$ cat src/rtl/mux_rr_arbiter_if.sv
// Purpose: bundles the request/grant/select signals of the 4-way round-robin mux arbiter.
// Latency: none; wires only.
// Backpressure: none; req is a level request, the arbiter answers with gnt/s/busy/timeout.
// Ports: req[3:0] requester levels; gnt[3:0] one-hot grant; s[1:0] mux select;
//        busy = any grant; timeout = one-cycle forced-release pulse.
interface mux_rr_arbiter_if;
  logic [3:0] req;
  logic [3:0] gnt;
  logic [1:0] s;
  logic       busy;
  logic       timeout;

  // Requester side: drives the request levels, observes the arbiter outputs.
  modport master (
    output req,
    input  gnt,
    input  s,
    input  busy,
    input  timeout
  );

  // Arbiter side.
  modport slave (
    input  req,
    output gnt,
    output s,
    output busy,
    output timeout
  );
endinterface

$ cat src/rtl/mux_rr_arbiter.sv
// Purpose: round-robin arbiter owning a 4:1 mux select, with a bounded hold time per owner.
// Latency: grant registered one cycle after req is sampled; one dead cycle between owners.
// Backpressure: none; the owner keeps the mux while req[s] stays high, up to HOLD_MAX cycles.
// Ports: clk (rising edge), rst_n (async active-low), bus (slave modport: req in;
//        gnt, s, busy, timeout out, all registered).
// HOLD_MAX is legal in 1..15 and must fit in CNT_W bits (HOLD_MAX <= 2^CNT_W-1).
module mux_rr_arbiter #(
  parameter int HOLD_MAX = 8,
  parameter int CNT_W    = 4
) (
  input  logic                clk,
  input  logic                rst_n,
  mux_rr_arbiter_if.slave     bus
);

  typedef enum logic {
    IDLE  = 1'b0,
    GRANT = 1'b1
  } state_t;

  state_t             state_q, state_d;
  logic [3:0]         gnt_q, gnt_d;
  logic [1:0]         s_q, s_d;
  logic               busy_q, busy_d;
  logic               timeout_q, timeout_d;
  logic [CNT_W-1:0]   cnt_q, cnt_d;
  logic [1:0]         ptr_q, ptr_d;

  // Round-robin scan: first set req bit starting just above the last owner.
  logic [1:0]         winner;
  logic               found;
  logic [1:0]         idx;

  always_comb begin
    winner = 2'd0;
    found  = 1'b0;
    idx    = 2'd0;
    for (int k = 1; k <= 4; k++) begin
      idx = ptr_q + 2'(k);
      if (!found && bus.req[idx]) begin
        winner = idx;
        found  = 1'b1;
      end
    end
  end

  // Next-state and output logic.
  always_comb begin
    state_d   = state_q;
    gnt_d     = gnt_q;
    s_d       = s_q;
    busy_d    = busy_q;
    timeout_d = 1'b0;
    cnt_d     = cnt_q;
    ptr_d     = ptr_q;

    case (state_q)
      IDLE: begin
        if (found) begin
          state_d = GRANT;
          gnt_d   = 4'b0001 << winner;
          s_d     = winner;
          busy_d  = 1'b1;
          cnt_d   = CNT_W'(1);
        end
      end

      GRANT: begin
        // The owner's own request is checked first so that dropping req on the
        // same cycle the hold limit is reached counts as a voluntary release.
        if (!bus.req[s_q]) begin
          state_d = IDLE;
          gnt_d   = 4'b0000;
          busy_d  = 1'b0;
          ptr_d   = s_q;
        end else if (cnt_q >= CNT_W'(HOLD_MAX)) begin
          state_d   = IDLE;
          gnt_d     = 4'b0000;
          busy_d    = 1'b0;
          ptr_d     = s_q;
          timeout_d = 1'b1;
        end else begin
          cnt_d = cnt_q + CNT_W'(1);
        end
      end

      default: begin
        state_d = IDLE;
        gnt_d   = 4'b0000;
        busy_d  = 1'b0;
      end
    endcase
  end

  // ptr resets to 3 so requester 0 is scanned first after reset.
  always_ff @(posedge clk or negedge rst_n) begin
    if (!rst_n) begin
      state_q   <= IDLE;
      gnt_q     <= 4'b0000;
      s_q       <= 2'd0;
      busy_q    <= 1'b0;
      timeout_q <= 1'b0;
      cnt_q     <= '0;
      ptr_q     <= 2'd3;
    end else begin
      state_q   <= state_d;
      gnt_q     <= gnt_d;
      s_q       <= s_d;
      busy_q    <= busy_d;
      timeout_q <= timeout_d;
      cnt_q     <= cnt_d;
      ptr_q     <= ptr_d;
    end
  end

  assign bus.gnt     = gnt_q;
  assign bus.s       = s_q;
  assign bus.busy    = busy_q;
  assign bus.timeout = timeout_q;

endmodule

$ cat src/flat_wrapper.sv
// flat-port wrapper written by rule: the top's interface ports become plain ports
module mux_rr_arbiter_flat 
#(
  parameter int HOLD_MAX = 8,
  parameter int CNT_W    = 4
)
  (clk, rst_n, bus_req, bus_gnt, bus_s, bus_busy, bus_timeout);
  mux_rr_arbiter_if bus_i ();
  input  logic clk;
  input  logic rst_n;
  input wire logic [$bits(bus_i.req)-1:0] bus_req;
  output wire logic [$bits(bus_i.gnt)-1:0] bus_gnt;
  output wire logic [$bits(bus_i.s)-1:0] bus_s;
  output wire logic [$bits(bus_i.busy)-1:0] bus_busy;
  output wire logic [$bits(bus_i.timeout)-1:0] bus_timeout;
  assign bus_i.req = bus_req;
  assign bus_gnt = bus_i.gnt;
  assign bus_s = bus_i.s;
  assign bus_busy = bus_i.busy;
  assign bus_timeout = bus_i.timeout;
  mux_rr_arbiter #(.HOLD_MAX(HOLD_MAX), .CNT_W(CNT_W)) u_core (.clk(clk), .rst_n(rst_n), .bus(bus_i));
endmodule
$ cat config.mk
export PLATFORM = sky130hd
export DESIGN_NAME = mux_rr_arbiter_flat
export DESIGN_NICKNAME = d
export VERILOG_FILES = /design/src/rtl/mux_rr_arbiter_if.sv /design/src/rtl/mux_rr_arbiter.sv /design/src/flat_wrapper.sv
export SDC_FILE = /design/constraint.sdc
export NUM_CORES = 1
export LEC_CHECK = 0
export ABC_AREA = 1
export CAP_MARGIN = 40
export CELL_PAD_IN_SITES_DETAIL_PLACEMENT = 1
export CELL_PAD_IN_SITES_GLOBAL_PLACEMENT = 1
export CORE_UTILIZATION = 42
export DETAILED_ROUTE_END_ITERATION = 6
export PLACE_DENSITY = 0.82
export SYNTH_ARGS = -nofsm -noshare
export SYNTH_HDL_FRONTEND = slang
export SYNTH_SLANG_ARGS = --single-unit
$ cat constraint.sdc
create_clock -name clk -period 2.7 [get_ports clk]
set_input_delay 0.54 -clock clk [delete_from_list [all_inputs] [get_ports clk]]
set_output_delay 0.54 -clock clk [all_outputs]
set_load 0.05 [all_outputs]
Yosys cells after proc, flatten, opt, wreduce, memory -nomap -nowiden
Cells that the tools add are included.
{"block": "totals", "regBits": 15, "elab_cells": 73, "in_bits": 6, "out_inout_bits": 8}
{"block": "classes", "n_reduce_logical": 10, "addsub": 4, "shift": 1, "magnitude_cmp": 6, "n_eq_ne": 5, "n_bitwise": 1, "muxes": 39}
{"op": "2-to-1 mux 4 bit", "n": 6}
{"op": "2-to-1 mux 1 bit", "n": 18}
{"op": "one-hot mux 4 bit (2 select lines)", "n": 2}
{"op": "< comparator 2 x 3 -> 1 bit (second input constant)", "n": 5}
{"op": "2-to-1 mux 2 bit", "n": 6}
{"op": "binary-select mux 1 bit (select 2 bit)", "n": 5}
{"op": "!= test 2 bit (second input constant)", "n": 3}
{"op": "AND reduction 2 bit", "n": 3}
{"op": "adder 2 bit (second input constant)", "n": 2}
{"op": "adder 4 x 1 -> 4 bit (second input constant)", "n": 1}
{"op": ">= comparator 4 bit (second input constant)", "n": 1}
{"op": "one-hot mux 1 bit (2 select lines)", "n": 2}
{"op": "left shift 1 x 2 -> 4 bit (first input constant)", "n": 1}
{"op": "logical AND 1 bit", "n": 3}
{"op": "logical NOT 1 bit", "n": 3}
{"op": "!= test 3 bit (second input constant)", "n": 1}
{"op": "AND reduction 3 bit", "n": 1}
{"op": "adder 2 x 1 -> 2 bit (second input constant)", "n": 1}
{"op": "!= test 2 x 1 -> 1 bit (second input constant)", "n": 1}
{"op": "inverter 1 bit", "n": 1}

Longest topological paths before layout
{"block": "logic_depth", "depth_word": 16, "ltp_mapped": 11, "mapped_depth_nobuf": 11}

Worst setup path before layout
No wires, ideal clock.
{"block": "synth_timing", "path_kind": "register to register", "from": "reg u_core.s_q[0] (netlist: u_core.bus.s[0])", "to": "reg u_core.cnt_q[3]", "stages_incl_launch_ff": 9, "path_slack_ns": 1.157, "synth_period_minus_slack_ns": 1.543, "arrival_time_ns": 1.469, "cell_sequence": "dfrtp_1 nand2_1 nand3_1 nand2_1 nor2_1 nand2_1 nor2_1 nand3_1 o21ai_2"}
{"block": "synth_via", "elab_chain_len": 4}
{"element": "start, declared", "line_no": "mux_rr_arbiter.sv:23", "rtl": "logic [1:0] s_q, s_d;"}
{"element": "start signal, assigned", "line_no": "mux_rr_arbiter.sv:100", "rtl": "s_q <= 2'd0;"}
{"element": "start signal, assigned", "line_no": "mux_rr_arbiter.sv:108", "rtl": "s_q <= s_d;"}
{"element": "binary-select mux 1 bit (select 2 bit)", "line_no": "mux_rr_arbiter.sv:71", "rtl": "if (!bus.req[s_q]) begin"}
{"element": "2-to-1 mux 1 bit (not written as such)", "line_no": "mux_rr_arbiter.sv:71"}
{"element": "!= test 2 bit (no line)"}
{"element": "AND reduction 3 bit (no line)"}
{"element": "end signal, assigned", "line_no": "mux_rr_arbiter.sv:111", "rtl": "cnt_q <= cnt_d;"}
{"element": "end, declared", "line_no": "mux_rr_arbiter.sv:26", "rtl": "logic [CNT_W-1:0] cnt_q, cnt_d;"}
Every way passes these cells. The select of a mux whose other input is x is not followed.
A chain may end at the register's enable or synchronous reset.

Final worst setup path
{"block": "layout_timing", "from": "reg u_core.s_q[0] (netlist: u_core.bus.s[0])", "to": "out bus_s[0]"}
{"element": "end, declared", "line_no": "flat_wrapper.sv:13", "rtl": "output wire logic [$bits(bus_i.s)-1:0] bus_s;"}
No word-level cell between the ends.

==> metrics.yaml <==
cts_tree: "yes"
synth_top_family_by_area: "simple AND/OR/NAND/NOR gates"
syn_nets: 137
syn_inst: 129
die_h_um: 50.6
first_global_vias: 870
holdWs_ns: 0.492
netlist_area_um2: 993
gr-total-overflow: 0
ys_types: 21
cp_slowest_cell: "clkdlybuf4s50_1"
critPathBufInv: 1
critical_path.max_stage_delay_ns: 0.83
ir_drop_mv: 0.624
final_net_count: 154
ctsRootBufferMaster: "clkbuf_4"
path_delay_family: "buffers and inverters"
initial_core_util: 0.449
ctsHoldBuffers: 0
synth_warnings: 0
crit_required_ns: 2.16
syn_avg_cell_area_um2: 7.70
cp_max_fo: 5
hpwl_mm: 1.89
synth_compound_area_frac: 0.0693
outcome: "completed"
fin_crit_sh: 0.771
antenna_found_initial: 0
grt_max_degree: 16
dpl-instance-area_um2: 1150
die_area_um2: 2560
fmax_mhz: 481
min-delay-start: "u_core.bus.busy$_DFFE_PN0P_"
tns_ns: 0
synthXorXnorAreaFrac: 0
setup.worst_path.start_class: "flop"
drive_above_1_share: 0.207
track_usage: 0.202
final_core_util: 0.531
rsz0062_at_grt: "no"
drc_errors: 0
slew_headroom: 0.550
clk_pin_slew_ns: 0.09
p_leak_nw: 0.586
muxShareOfSynthArea: 0
routed-via-count: 882
clockBufferDepth: 2
wirelength_mm: 2.28
drt-initial-drc-count: 15
setup.worst_path.end_class: "output port"
boundaryPins: 14
final_hold_viol_count: 0
powerDensity_nw_per_um2: 1320
period_needed_ns: 2.08
clock_skew_ns: 0.00527
core_area_um2: 2210
startpoint: "u_core.bus.s[0]$_DFFE_PN0P_"
areaGrowthSynthToFinish_pct: 18.1
htreeDepth: 1
ys_seq_area_frac: 0.380
cts.sinks: 15
grt_pass1_wl_mm: 3.82
crit_type: "flop to output port"
viasPerCell: 5.10
synth_simple_gate_area_frac: 0.461
rows: 17
hold_class: "flop to flop"
drtAntennaViolNets: 0
total_power_mw: 1.55
worst_slew_pin_slew_ns: 0.673
path_cells: "clkdlybuf4s50_1"
ys_ff_latch: 15
fin_area_um2: 1170
place.gp.congestion: 0.751
cts_resized: 0
cts_made_buffers: 3
diodes: 0
cp.arrival_ns: 1.54
drv_cap: 0
final_max_slew_viol_count: 0
io_buffers: 13
wl_per_cell_um: 13.2
die_width_um: 50.6
setup_viol: 0
synthAdderAreaFrac: 0.0252
drtPass1Iterations: 4
timing.rr.start: "u_core.ptr_q[0]$_DFFE_PN1P_"
insertion_delay_ns: 0.27
cts_setup_buffers: 0
-- layout make-up --
| class | count | area [µm²] |
|---|---|---|
| timing repair buffer | 13 | 130 |
| multi-input combinational | 99 | 552 |
| sequential | 15 | 378 |
| fill | 293 | 1040 |
| inverter | 14 | 52.6 |
| clock buffer | 4 | 26.3 |
| tap | 28 | 35.0 |
-- per-stage QoR --
stage / cells / setup WS, ns
final: 173 / 0.619
after global routing: 173 / 0.563
after CTS: 173 / 0.596
after detailed placement: 169 / 0.621
after global placement: 169 / 0.666
after floorplan: 129 / 1.16
-- metal layers --
layer,GRT usage,vias to the layer above,part of all wire
met3,0.0182,2,0.0075
met1,0.232,428,0.43
met5,0,-,0
met2,0.382,5,0.55
met4,0.0694,0,0.0066
li1,-,447,-
-- final timing paths --
path	to	slack, ns	depth (start not counted)
worst max-delay path	bus_s[0]	0.62	1
worst min-delay path	u_core.bus.busy$_DFFE_PN0P_	0.49	2
worst max register to register	u_core.bus.gnt[2]$_DFFE_PN0P_	0.97	9
worst min register to register	u_core.bus.busy$_DFFE_PN0P_	0.49	2
max in group asynchronous	u_core.bus.s[1]$_DFFE_PN0P_	1.60	1
min in group asynchronous	u_core.cnt_q[3]$_DFFE_PN0P_	0.67	1
-- cell usage after synthesis --
| library cell | count | area, µm² |
|---|---|---|
| o21ai_0 | 2 | 10.0 |
| inv_2 | 4 | 15.0 |
| o21ai_1 | 3 | 15.0 |
| nand4_1 | 4 | 25.0 |
| nand2_1 | 44 | 165 |
| nor2_2 | 2 | 12.5 |
| nand3_2 | 1 | 10.0 |
| ha_1 | 2 | 25.0 |
| nor2_1 | 4 | 15.0 |
| o21ai_2 | 4 | 35.0 |
| nand4_4 | 1 | 21.3 |
| nor3_1 | 1 | 5.00 |
| nand3_1 | 18 | 90.1 |
| inv_1 | 10 | 37.5 |
| buf_6 | 1 | 11.3 |
| a21oi_2 | 1 | 8.76 |
| nand2_4 | 5 | 56.3 |
| dfrtp_1 | 13 | 325 |
| nor2_8 | 1 | 20.0 |
| dfstp_2 | 2 | 52.6 |
| nand2_2 | 6 | 37.5 |
-- where the power goes --
group          internal, mW  leakage [nW]  switching (mW)
Sequential            0.323         0.186          0.0989
Combinational         0.314         0.386           0.689
Clock                0.0572        0.0150          0.0657
-- layout by cell type, fill, tap and decap left out, types with 2 or more instances in the layout --
cell type / netlist / layout
nand4_1: 4 / 4
nand2_4: 5 / 5
nand3_1: 18 / 18
clkbuf_4: 0 / 3
inv_1: 10 / 10
nor2_2: 2 / 2
inv_2: 4 / 4
ha_1: 2 / 2
dfrtp_1: 13 / 13
nand2_2: 6 / 6
dfstp_2: 2 / 2
clkdlybuf4s50_1: 0 / 13
nand2_1: 44 / 44
o21ai_0: 2 / 2
o21ai_1: 3 / 3
nor2_1: 4 / 4
o21ai_2: 4 / 4
-- state kept, by name (all words and copies together) (netlist names) --
name and flops:
u_core.bus.gnt 4, u_core.cnt_q 4, u_core.bus.s 2, u_core.ptr_q 2
u_core.bus.busy 1, u_core.bus.timeout 1, u_core.state_q 1
-- cells by family (layout without fill, tap and decap cells) --
family / after synthesis / in the layout
AO/OA/AOI/OAI: 10 / 10
adder cells (fa/ha/maj): 2 / 2
buffers and inverters: 15 / 31
AND/OR/NAND/NOR: 87 / 87
flip-flops: 15 / 15
(Power assumes the default switching activity.)
